### config.mk
export PLATFORM = sky130hd
export DESIGN_NAME = alu_mul_sequencer
export DESIGN_NICKNAME = d
export VERILOG_FILES = /design/src/rtl/alu_pkg.sv /design/src/rtl/nbit_full_adder.sv /design/src/rtl/alu_mul_sequencer.sv
export SDC_FILE = /design/constraint.sdc
export NUM_CORES = 1
export LEC_CHECK = 0
export ABC_AREA = 1
export CAP_MARGIN = 20
export CORE_UTILIZATION = 50
export DETAILED_ROUTE_END_ITERATION = 8
export GPL_TIMING_DRIVEN = 0
export PLACE_DENSITY_LB_ADDON = 0.25
export SKIP_CTS_REPAIR_TIMING = 1
export SLEW_MARGIN = 20
export SYNTH_ARGS = -nofsm -noshare
export SYNTH_HDL_FRONTEND = slang
export SYNTH_SLANG_ARGS = --single-unit
### constraint.sdc
create_clock -name clk -period 3.4 [get_ports clk]
set_clock_uncertainty 0.15 [all_clocks]
set_input_delay 0.51 -clock clk [delete_from_list [all_inputs] [get_ports clk]]
set_output_delay 0.51 -clock clk [all_outputs]
set_load 0.03 [all_outputs]
### src/rtl/alu_pkg.sv
// alu_pkg: ALU-wide width constant and multiplier sequencer state encoding.
package alu_pkg;
    localparam int ALU_WIDTH = 3;
    typedef enum logic [1:0] {IDLE, RUN, DONE} mul_state_t;
endpackage

### src/rtl/nbit_full_adder.sv
// nbit_full_adder: WIDTH+1-bit ripple-carry adder with carry in and carry out.
module nbit_full_adder #(
    parameter int WIDTH = 3
) (
    input  logic [WIDTH:0] a,
    input  logic [WIDTH:0] b,
    input  logic           ci,
    output logic [WIDTH:0] sum,
    output logic           co
);
    logic [WIDTH+1:0] w_c;
    assign w_c[0] = ci;
    for (genvar i = 0; i <= WIDTH; i++) begin : g_bit
        assign sum[i]    = a[i] ^ b[i] ^ w_c[i];
        assign w_c[i+1]  = (a[i] & b[i]) | (w_c[i] & (a[i] ^ b[i]));
    end
    assign co = w_c[WIDTH+1];
endmodule

### src/rtl/alu_mul_sequencer.sv
// alu_mul_sequencer: unsigned shift-and-add multiplier time-sharing one ripple adder,
// valid/ready handshakes on operand and result sides.
module alu_mul_sequencer
    import alu_pkg::*;
#(
    parameter int WIDTH = ALU_WIDTH
) (
    input  logic               clk,
    input  logic               rst_n,
    input  logic               op_valid,
    output logic               op_ready,
    input  logic [WIDTH:0]     a_in,
    input  logic [WIDTH:0]     b_in,
    output logic               res_valid,
    input  logic               res_ready,
    output logic [2*WIDTH+1:0] product,
    output logic               busy
);
    localparam int CW = $clog2(WIDTH + 2);

    mul_state_t     r_state;
    logic [WIDTH:0] r_m;
    logic [WIDTH:0] r_acc;
    logic [WIDTH:0] r_mq;
    logic [CW-1:0]  r_cnt;
    logic [WIDTH:0] w_addend;
    logic [WIDTH:0] w_sum;
    logic           w_co;

    assign w_addend = r_mq[0] ? r_m : '0;

    nbit_full_adder #(.WIDTH(WIDTH)) u_add (
        .a   (r_acc),
        .b   (w_addend),
        .ci  (1'b0),
        .sum (w_sum),
        .co  (w_co)
    );

    always_ff @(posedge clk or negedge rst_n) begin
        if (!rst_n) begin
            r_state <= IDLE;
            r_m     <= '0;
            r_acc   <= '0;
            r_mq    <= '0;
            r_cnt   <= '0;
        end else begin
            case (r_state)
                IDLE: if (op_valid) begin
                    r_m     <= a_in;
                    r_mq    <= b_in;
                    r_acc   <= '0;
                    r_cnt   <= '0;
                    r_state <= RUN;
                end
                // carry-out re-enters the accumulator MSB, sum LSB shifts into mq
                RUN: begin
                    r_acc <= {w_co, w_sum[WIDTH:1]};
                    r_mq  <= {w_sum[0], r_mq[WIDTH:1]};
                    r_cnt <= r_cnt + CW'(1);
                    if (r_cnt == CW'(WIDTH)) r_state <= DONE;
                end
                DONE: if (res_ready) r_state <= IDLE;
                default: r_state <= IDLE;
            endcase
        end
    end

    assign op_ready  = r_state == IDLE;
    assign res_valid = r_state == DONE;
    assign busy      = r_state != IDLE;
    assign product   = {r_acc, r_mq};
endmodule

# Word level (Yosys, flattened, before mapping)

Index checks and enable logic that the tools add are counted.
Widths: inputs -> output; s select.

Flip-flop bits (word level): 17
Bits of input ports: 12
Output and inout port bits: 11
Logic and storage cells: 46

Add/subtract/negate cells: 1
Eq/ne operators: 6
Multiplexer cells: 11
Bitwise operators: 17
Reduce and logical (&&, ||, !) cells: 6

Operators by type and width:

| cell                | number |
|---|---|
| $pmux 4 s2          | 2 |
| $mux 4              | 3 |
| $and 1x1->1         | 7 |
| $xor 1x1->1         | 7 |
| $mux 2              | 3 |
| $pmux 2 s3          | 1 |
| $pmux 3 s2          | 1 |
| $ne 2x2->1 const B  | 2 |
| $reduce_and 2->1    | 2 |
| $reduce_bool 2->1   | 2 |
| $add 3x1->3 const B | 1 |
| $eq 3x2->1 const B  | 1 |
| $mux 3              | 1 |
| $or 1x1->1          | 3 |
| $reduce_and 3->1    | 1 |
| $eq 2x1->1 const B  | 1 |
| $eq 2x2->1 const B  | 1 |
| $logic_not 2->1     | 1 |
| $ne 2x1->1 const B  | 1 |

# Depth between registers and ports, before layout

Gate-level depths: netlist of the first run.

Word-level depth: 9
Mapped depth: 8

# Modules after synthesis

Synthesis of the first run repeated with hierarchy kept, for this count alone.

Cells, all modules: 112
Area, all modules: 914.6 µm²

Modules (own cells, without submodules):

| module            | times used | cells an instance | area an instance (µm²) | seq. area each (µm²) |
|---|---|---|---|---|
| alu_mul_sequencer | 1          | 98                | 797.0                  | 425.4 |
| nbit_full_adder   | 1          | 14                | 117.6                  | 0.0 |

# Worst setup path after synthesis of the first run

No wires, ideal clock.

Path kind: register to register
Start: register r_mq[0]
End: register r_acc[2]
Library setup time: 0.083 ns
Arrival time: 2.141 ns
Data required time: 3.167 ns
Path slack: 1.026 ns
Cell stages (with the launch flop): 9
Buffers on the path: 0
Clock period less this slack: 2.374 ns
Cell sequence: dfrtp_1 > nand2_1 > inv_1 > ha_1 > fa_1 > fa_1 > inv_1 > fa_1 > o21ai_0

Longest elaborated chain between the ends: 8
Elaborated cells between the ends (all ways): 13
Those cells by class: mux: 2; bitwise: 11

Ends and longest elaborated chain:

| item                                       | RTL line                | RTL |
|---|---|---|
| start, declared                            | alu_mul_sequencer.sv:24 | `logic [WIDTH:0] r_mq;` |
| start signal, assigned                     | alu_mul_sequencer.sv:51 | `r_mq <= b_in;` |
| start signal, assigned                     | alu_mul_sequencer.sv:59 | `r_mq <= {w_sum[0], r_mq[WIDTH:1]};` |
| $mux 4 *                                   | alu_mul_sequencer.sv:30 | `assign w_addend = r_mq[0] ? r_m : '0;` |
| $and 1x1->1 or $xor 1x1->1 (tied branches) | nbit_full_adder.sv:15   | `assign w_c[i+1] = (a[i] & b[i]) \| (w_c[i] & (a[i] ^ b[i]));` |
| $and 1x1->1                                | nbit_full_adder.sv:15   |  |
| $or 1x1->1                                 | nbit_full_adder.sv:15   |  |
| $and 1x1->1                                | nbit_full_adder.sv:15   |  |
| $or 1x1->1                                 | nbit_full_adder.sv:15   |  |
| $xor 1x1->1 *                              | nbit_full_adder.sv:14   | `assign sum[i] = a[i] ^ b[i] ^ w_c[i];` |
| $pmux 4 s2 *                               | alu_mul_sequencer.sv:48 | `case (r_state)` |
| end signal, assigned                       | alu_mul_sequencer.sv:58 | `r_acc <= {w_co, w_sum[WIDTH:1]};` |
| end, declared                              | alu_mul_sequencer.sv:23 | `logic [WIDTH:0] r_acc;` |

Every way passes the cells marked *; elsewhere a longest branch is shown, timed or not.
A chain may end at the register's enable or synchronous reset.

# Final worst setup path of the first run

Ends and elaborated chain as after synthesis.

==> metrics.md, run 1 <==
| Metric | Value |
|---|---|
| Post-synth cell types | `14` |
| CP max-delay cell | `dfrtp_1` |
| Sequence of cells on the critical path | `nand2_1 > inv_1 > ha_1 > fa_1 > fa_1 > inv_1 > fa_1 > o21ai_0` |
| H-tree Lvls | `1` |
| Core area | `1580 sq um` |
| Initial antenna violation count | `0` |
| Crit path max-delay family | `adder cells` |
| Main combinational cell family by area after synthesis | `simple AND/OR/NAND/NOR gates` |
| Wire per inst | `12.5 um` |
| CTS Root Cell | `clkbuf_4` |
| Cells after synthesis | `100` |
| # fillers | `122` |
| DRC | `0` |
| Hold depth | `2` |
| Port bufs | `22` |
| Clock-pin slew on the worst setup and hold paths | `0.10 ns` |
| RSZ-0062 raised after global routing | `no` |
| Post-DP HPWL | `1330 um` |
| Setup TNS | `0 ns` |
| Final WL | `1780 um` |
| Clock Latency Late Sink | `0.29 ns` |
| Crit Path Class | `flop to flop` |
| Clock Sink Count | `17` |
| Die Wd | `43.9 um` |
| Sequential-to-total area share from yosys stat | `48.5%` |
| Initial Util | `55.6%` |
| Layout cells sized above 1 | `7.14%` |
| Crit share post-route | `71.1%` |
| Least-Margin Pin Slew | `0.781 ns` |
| Post-synth ARST share | `100%` |
| Largest net degree at the start of global routing | `18` |
| First-pass GRT wire length | `3070 um` |
| Reg area | `425 sq um` |
| Multi-input logic area | `382 sq um` |
| Min Tclk post-route | `2.42 ns` |
| DR pass1 iterations | `6` |
| Final setup violation count | `0` |
| CTS max path bufs | `2` |
| Status | `complete, no violations` |
| Total number of vias | `735` |
| WP depth | `8` |
| Layout Cells excl Fill | `142` |
| Mux cell area share after synthesis | `0%` |
| CP arrival | `2.48 ns` |
| Overall Global Routing Usage | `22.0%` |
| CP max stage delay | `0.47 ns` |
| Yosys warns | `0` |
| Max-slew violation count | `0` |
| Count leader, synth | `nand2_1` |
| Largest cells by area after synthesis | `dfrtp_1, nand2_1, fa_1` |
| N_diodes | `0` |
| Die Ht | `43.9 um` |
| Simple-gate share of the synthesized area | `27.7%` |
| Vias per cell | `5.18` |
| Post-layout nets | `145` |
| Final hold vios | `0` |
| Primary FF master, synth | `dfrtp_1` |
| RePlAce Congestion | `0.756` |
| Slew headroom | `47.8%` |
| Syn avg cell area | `8.77 sq um` |
| Number of synthesized flops with an enable pin | `0` |
| Startpoint types | `flop` |
| PwrDens | `900 nW/um^2` |
| Post-synth net total | `118` |
| Area leader, netlist | `dfrtp_1` |
| DIE AREA | `1930 sq um` |
| Placed insts | `138` |
| Seq cells post-synth | `17` |
| Syn Std Cell Area | `877 sq um` |
| CTS Buf Count | `3` |
| WP data required | `3.46 ns` |
| TritonCTS clock tree | `yes` |
| Worst min path class | `flop to flop` |
| Post-Synth XOR/XNOR Area | `0%` |
| Max Cap Violations | `0` |
| Maximum vdd drop | `0.522 mV` |
| Reg2Reg Depth | `8` |
| Cell mode on critical path | `fa_1` |
| I/O pins | `23` |
| Buf/Inv on CP | `2` |
| Synth top cells by count | `nand2_1, dfrtp_1, nand3_1` |
| FF-to-FF setup slack | `0.98 ns` |
| Pleak | `0.582 nW` |
| Share of the synthesized area in the top cell type | `48.5%` |
| Row count | `14` |
| Crit. End Element | `flop` |
| Critical path peak fanout | `6` |
| Compound-gate portion of the synthesized area | `4.71%` |
| Post-DRT Antenna Nets | `0` |
| Drt first-iter violations | `19` |
| GRT overflow | `0` |
| Synth Area in Adders | `11.1%` |
| Synthesis-to-finish area growth | `30.4%` |
| Final hold slack | `0.338 ns` |
| Fmax | `414 MHz` |
| Number of global-route vias before repair | `656` |
-- per-layer routing --
| layer | global-route usage, % | share of wire (%) | wire length, um |
|---|---|---|---|
| met5 | 0 | 0 | 0 |
| met4 | 9.09 | 1.5 | 26 |
| met3 | 2.50 | 3.4 | 60 |
| met2 | 32.5 | 48 | 860 |
| met1 | 33.2 | 47 | 834 |
-- cell families after synthesis --
| logic type | after synthesis |
|---|---|
| adders and majority gates | 6 |
| AOI/OAI and AO/OA | 7 |
| and+or+nand+nor | 58 |
| buffers and inverters | 12 |
| DFF | 17 |
-- placed cells by master (no fill, tap or decap), drive strengths merged --
master | Yosys | layout
buf | 2 | 2
clkbuf | 1 | 5
clkdlybuf4s50 | 0 | 22
dfrtp | 17 | 17
fa | 3 | 3
ha | 3 | 3
inv | 9 | 9
nand2 | 44 | 44
nand3 | 12 | 12
nor2 | 2 | 2
o21ai | 6 | 6
o31ai | 1 | 1
-- final timing paths --
kind,startpoint,endpoint
min in group asynchronous,rst_n,r_m[0]
worst max register to register,r_mq[0],r_acc[2]
worst max-delay path,r_mq[0],r_acc[2]
max in group asynchronous,rst_n,r_mq[0]
worst min register to register,r_m[3],r_m[3]
worst min-delay path,r_m[3],r_m[3]
-- report_power, final --
| group | switching (mW) | internal [mW] | leakage (nW) |
|---|---|---|---|
| Combinational | 0.328 | 0.229 | 0.350 |
| Clock | 0.0619 | 0.0456 | 0.0150 |
| Sequential | 0.0752 | 0.288 | 0.217 |
| Total | 0.466 | 0.563 | 0.582 |
-- flip-flops by register name, indices dropped and copies added, names as in the netlist --
| signal | flops |
|---|---|
| r_acc | 4 |
| r_m | 4 |
| r_mq | 4 |
| r_cnt | 3 |
| r_state | 2 |
-- area by class of cell --
cell class / instances / area share (%)
timing repair buffer: 22 / 19.3
inverter: 9 / 2.95
buffer: 3 / 3.17
tap: 16 / 1.75
clock buffer: 4 / 2.30
multi-input combinational: 71 / 33.4
sequential: 17 / 37.2
-- worst reg2reg max path: stages, from the launching register on --
cell,delay (ns)
dfrtp_1,0.47
nand2_1,0.10
inv_1,0.04
ha_1,0.18
fa_1,0.38
fa_1,0.38
inv_1,0.08
fa_1,0.41
o21ai_0,0.16
-- per-stage QoR --
stage | power [mW] | util, % | instance area [sq um] | worst slack [ns]
3_5_place_dp | 0.930 | 70.9 | 1120 | 0.977
2_1_floorplan | 0.730 | - | 877 | 1.03
4_1_cts | 1.04 | 72.5 | 1140 | 0.951
5_1_grt | 1.12 | 72.5 | 1140 | 0.884
3_3_place_gp | 0.909 | 70.9 | 1120 | 1.06
6_report | 1.03 | 72.5 | 1140 | 0.983
(Power assumes the default switching activity.)
==> inputs of run 2 (changes only) <==
Settings changed: CORE_UTILIZATION 50 to 42.
Clock period 3.4 ns to 2 ns, I/O delays scaled along.
==> metrics.md, run 2 (synthesis gave the netlist of run 1 again) <==
| Metric | Value |
|---|---|
| Die Ht | `47.7 um (was 43.9 um)` |
| Row count | `16 (was 14)` |
| DP Area | `1140 sq um (was 1120 sq um)` |
| Commonest non-fill, non-tap cell in the layout | `nand2_1 (unchanged)` |
| Fmax | `450 MHz (was 414 MHz)` |
| Vias per cell | `4.60 (was 5.18)` |
| RSZ-0062 raised after global routing | `yes (was no)` |
| Clock-pin slew on the worst setup and hold paths | `0.11 ns (was 0.10 ns)` |
| Number of global-route vias before repair | `590 (was 656)` |
| Die Wd | `47.7 um (was 43.9 um)` |
| CTS Buf Count | `3 (unchanged)` |
| Largest registers | `r_acc: 4 flops, r_m: 4 flops, r_mq: 4 flops (unchanged)` |
| Total power | `1.78 mW (was 1.03 mW)` |
| Clk network pwr share | `10.4% (about the same)` |
| Maximum vdd drop | `0.778 mV (was 0.522 mV)` |
| Sw frac | `45.3% (about the same)` |
| Setup ws final | `-0.224 ns (was 0.983 ns)` |
| Least-Margin Pin Slew | `0.753 ns (was 0.781 ns)` |
| WP data required | `2.07 ns (was 3.46 ns)` |
| Total number of vias | `709 (was 735)` |
| Failing checks | `negative setup slack` |
| Final setup violation count | `1 (was 0)` |
| DR pass1 iterations | `4 (was 6)` |
| Post-DRT Antenna Nets | `0 (unchanged)` |
| Crit share post-route | `111% (was 71.1%)` |
| Layout cells sized above 1 | `15.7% (was 7.14%)` |
| Overall Global Routing Usage | `16.7% (was 22.0%)` |
| Sequence of cells on the critical path | `nand2_2 > inv_2 > ha_4 > fa_2 > fa_2 > inv_2 > fa_2 > o21ai_1 (was nand2_1 > inv_1 > ha_1 > fa_1 > fa_1 > inv_1 > fa_1 > o21ai_0)` |
| Post-layout util | `61.3% (was 72.5%)` |
| Final hold vios | `0 (unchanged)` |
| Pleak | `0.619 nW (was 0.582 nW)` |
| Initial Util | `44.7% (was 55.6%)` |
| RePlAce Congestion | `0.755 (was 0.756)` |
| I/O pins | `23 (unchanged)` |
| Core area | `1960 sq um (was 1580 sq um)` |
| CP max stage delay | `0.45 ns (was 0.47 ns)` |
| TritonCTS clock tree | `yes (unchanged)` |
| Clock Sink Count | `17 (unchanged)` |
| Worst min path class | `input port to async pin (was flop to flop)` |
| N_diodes | `0 (unchanged)` |
| Final hold slack | `0.294 ns (was 0.338 ns)` |
| Min Tclk post-route | `2.22 ns (was 2.42 ns)` |
| PwrDens | `1480 nW/um^2 (was 900 nW/um^2)` |
| Wire per inst | `10.9 um (was 12.5 um)` |
| Critical path peak fanout | `5 (was 6)` |
| Placed insts | `149 (was 138)` |
| First-pass GRT wire length | `2560 um (was 3070 um)` |
| Clock Latency Late Sink | `0.29 ns (about the same)` |
| CP arrival | `2.29 ns (was 2.48 ns)` |
| Post-layout nets | `146 (was 145)` |
| Slew headroom | `49.6% (was 47.8%)` |
| H-tree Lvls | `1 (unchanged)` |
| DIE AREA | `2280 sq um (was 1930 sq um)` |
| Initial antenna violation count | `0 (unchanged)` |
| Post-DP HPWL | `1230 um (was 1330 um)` |
| Crit Path Class | `flop to flop (unchanged)` |
| CTS Root Cell | `clkbuf_4 (unchanged)` |
| Final WL | `1680 um (was 1780 um)` |
| Max-slew violation count | `0 (unchanged)` |
| Buf/Inv on CP | `2 (unchanged)` |
| GRT overflow | `0 (unchanged)` |
| Pint | `976 uW (was 563 uW)` |
| Synthesis-to-finish area growth | `37.1% (was 30.4%)` |
| Seq pwr share | `34.8% (was 35.3%)` |
| Status | `complete, but fails checks (was complete, no violations)` |
| Crit path max-delay family | `adder cells (unchanged)` |
| CTS max path bufs | `2 (unchanged)` |
| Max Cap Violations | `0 (unchanged)` |
| Crit. End Element | `flop (unchanged)` |
| FF-to-FF setup slack | `-0.22 ns (was 0.98 ns)` |
| Largest net degree at the start of global routing | `18 (unchanged)` |
| CP max-delay cell | `dfrtp_2 (was dfrtp_1)` |
| Port bufs | `22 (unchanged)` |
| Dpl ws | `-0.191 ns (was 0.977 ns)` |
| Startpoint types | `flop (unchanged)` |
| Cell mode on critical path | `fa_2 (was fa_1)` |
| Final Cell Area | `1200 sq um (was 1140 sq um)` |
| Drt first-iter violations | `6 (was 19)` |
| DRC | `0 (unchanged)` |
| Most frequent cells in the layout | `nand2_1, clkdlybuf4s50_1, dfrtp_1 (unchanged)` |
| Setup TNS | `-0.224 ns (was 0 ns)` |
| Layout Cells excl Fill | `154 (was 142)` |
| Comb pwr share | `54.9% (was 54.2%)` |
| Sw power | `808 uW (was 466 uW)` |
-- run 2: power groups by stage --
stage / logic (mW) / clock network [mW] / registers [mW]
6_report: 0.979 / 0.185 / 0.621
5_1_grt: 1.09 / 0.206 / 0.637
4_1_cts: 0.963 / 0.190 / 0.615
3_5_place_dp: 0.957 / 0 / 0.621
3_3_place_gp: 0.939 / 0 / 0.614
2_1_floorplan: 0.533 / 0 / 0.717
-- run 2: layout make-up --
cell class	instances	area, sq um
fill	188	759
sequential	17	427
multi-input combinational	71	409
timing repair buffer	23	235
buffer	3	36.3
inverter	9	33.8
tap	27	33.8
clock buffer	3	22.5
clock inverter	1	5.00
-- run 2: worst paths after layout --
| check | start | cells after the start | endpoint |
|---|---|---|---|
| max in group asynchronous | rst_n | 1 | r_mq[0] |
| worst min register to register | r_m[3] | 2 | r_m[3] |
| min in group clk | r_m[3] | 2 | r_m[3] |
| worst max-delay path | r_mq[0] | 8 | r_acc[2] |
| worst min-delay path | rst_n | 1 | r_m[1] |
| worst max register to register | r_mq[0] | 8 | r_acc[2] |
-- run 2: worst reg2reg max path, delay by kind of cell, from the launching register on --
kind | cells | cell delay, ns
adders and majority gates | 4 | 1.25
buffers and inverters | 2 | 0.10
and+or+nand+nor | 1 | 0.08
AOI/OAI and AO/OA | 1 | 0.12
DFF | 1 | 0.45
-- run 2: routing by layer --
layer | vias up | routed length [um] | GRT usage [%]
met5 | - | 0 | 0
met4 | 0 | 0 | 8.33
met3 | 0 | 71 | 3.40
met2 | 16 | 812 | 23.2
met1 | 328 | 792 | 24.5
li1 | 365 | - | -
==> inputs of run 3 (changes only) <==
Settings changed: SLEW_MARGIN 20 to 40.
==> metrics.md, run 3 (synthesis gave the netlist of run 1 again) <==
| Metric | Value |
|---|---|
| N_diodes | `0 (unchanged)` |
| Startpoint types | `flop (unchanged)` |
| First-pass GRT wire length | `2560 um (unchanged)` |
| Largest registers | `r_acc: 4 flops, r_m: 4 flops, r_mq: 4 flops (unchanged)` |
| Setup TNS | `-0.224 ns (unchanged)` |
| Maximum vdd drop | `0.778 mV (about the same)` |
| DR pass1 iterations | `4 (unchanged)` |
| H-tree Lvls | `1 (unchanged)` |
| DP Area | `1140 sq um (unchanged)` |
| R2R Path End | `r_acc[2] (unchanged)` |
| DRC | `0 (unchanged)` |
| Number of global-route vias before repair | `590 (unchanged)` |
| Total number of vias | `711 (was 709)` |
| Crit Path Class | `flop to flop (unchanged)` |
| Commonest non-fill, non-tap cell in the layout | `nand2_1 (unchanged)` |
| PwrDens | `1480 nW/um^2 (about the same)` |
| Min Tclk post-route | `2.22 ns (unchanged)` |
| TritonCTS clock tree | `yes (unchanged)` |
| Pleak | `0.623 nW (was 0.619 nW)` |
| Vias per cell | `4.59 (was 4.60)` |
| Final hold slack | `0.295 ns (was 0.294 ns)` |
| WP data required | `2.07 ns (about the same)` |
| Post-DP HPWL | `1230 um (unchanged)` |
| RSZ-0062 raised after global routing | `yes (unchanged)` |
| Wire per inst | `10.8 um (was 10.9 um)` |
| Largest net degree at the start of global routing | `18 (unchanged)` |
| Most frequent cells in the layout | `nand2_1, clkdlybuf4s50_1, dfrtp_1 (unchanged)` |
| Max Cap Violations | `0 (unchanged)` |
| Crit share post-route | `111% (unchanged)` |
| Clock-pin slew on the worst setup and hold paths | `0.11 ns (about the same)` |
| R2R Path Start | `r_mq[0] (unchanged)` |
| Fmax | `450 MHz (unchanged)` |
| Slew headroom | `74.8% (was 49.6%)` |
| Overall Global Routing Usage | `16.7% (unchanged)` |
| Synthesis-to-finish area growth | `37.7% (was 37.1%)` |
| Worst min path class | `input port to async pin (unchanged)` |
| Reg2Reg Depth | `8 (unchanged)` |
| Final hold vios | `0 (unchanged)` |
| Dpl ws | `-0.191 ns (unchanged)` |
| CP arrival | `2.29 ns (about the same)` |
| DIE AREA | `2280 sq um (unchanged)` |
| Crit. End Element | `flop (unchanged)` |
| Row count | `16 (unchanged)` |
| Clock Sink Count | `17 (unchanged)` |
| CTS Buf Count | `3 (unchanged)` |
| Least-Margin Pin Slew | `0.378 ns (was 0.753 ns)` |
| Initial antenna violation count | `0 (unchanged)` |
| Crit path from | `r_mq[0] (unchanged)` |
| Clock Latency Late Sink | `0.29 ns (about the same)` |
| Die Wd | `47.7 um (unchanged)` |
| CTS max path bufs | `2 (unchanged)` |
| CTS Root Cell | `clkbuf_4 (unchanged)` |
| Core area | `1960 sq um (unchanged)` |
| Drt first-iter violations | `6 (unchanged)` |
| Setup ws final | `-0.224 ns (unchanged)` |
| Status | `complete, but fails checks (unchanged)` |
| RePlAce Congestion | `0.755 (unchanged)` |
| I/O pins | `23 (unchanged)` |
| Post-DRT Antenna Nets | `0 (unchanged)` |
| Critical path peak fanout | `5 (unchanged)` |
| Layout cells sized above 1 | `16.4% (was 15.7%)` |
| Initial Util | `44.7% (unchanged)` |
| Post-layout nets | `147 (was 146)` |
| Final WL | `1680 um (about the same)` |
| Final Cell Area | `1210 sq um (was 1200 sq um)` |
| FF-to-FF setup slack | `-0.22 ns (about the same)` |
| Port bufs | `22 (unchanged)` |
| Failing checks | `negative setup slack (unchanged)` |
| Die Ht | `47.7 um (unchanged)` |
| Final setup violation count | `1 (unchanged)` |
| Max-slew violation count | `0 (unchanged)` |
| GRT overflow | `0 (unchanged)` |
## run 3: metal layers
layer	share of wire [%]	global-route usage (%)
met5	0	0
met4	0	8.33
met3	4.4	3.40
met2	48	23.2
met1	47	24.5
## run 3: critical path, stage by stage, from the launching register on
cell and delay, ns:
dfrtp_2 0.45, nand2_2 0.08, inv_2 0.04, ha_4 0.15, fa_2 0.35, fa_2 0.34, inv_2 0.06, fa_2 0.41
o21ai_1 0.12
## run 3: metrics by stage
stage | power [mW] | cells | util, %
after floorplan | 1.25 | 100 | -
after detailed placement | 1.58 | 149 | 58.1
after global routing | 1.94 | 155 | 61.5
after global placement | 1.55 | 149 | 58.1
after CTS | 1.77 | 153 | 59.5
final | 1.79 | 155 | 61.5
## run 3: area by class of cell
cell class                 instances  area, sq um
tap                               27         33.8
fill                             187          754
multi-input combinational         71          409
clock inverter                     1         5.00
clock buffer                       3         22.5
buffer                             3         36.3
timing repair buffer              24          240
inverter                           9         33.8
sequential                        17          427
## run 3: worst max path at each step
stage,to,slack (ns),cells after the start
floorplan,r_acc[2],-0.23,8
global placement,r_acc[2],-0.18,8
detailed placement,r_acc[2],-0.19,8
CTS,r_acc[2],-0.22,8
global route,r_acc[2],-0.31,8
finish,r_acc[2],-0.22,8
## run 3: report_power, final
part           switching [mW]  leakage [nW]  internal, mW
logic                   0.569         0.390         0.411
clock network           0.111        0.0177        0.0743
registers               0.129         0.215         0.492
total                   0.808         0.623         0.977
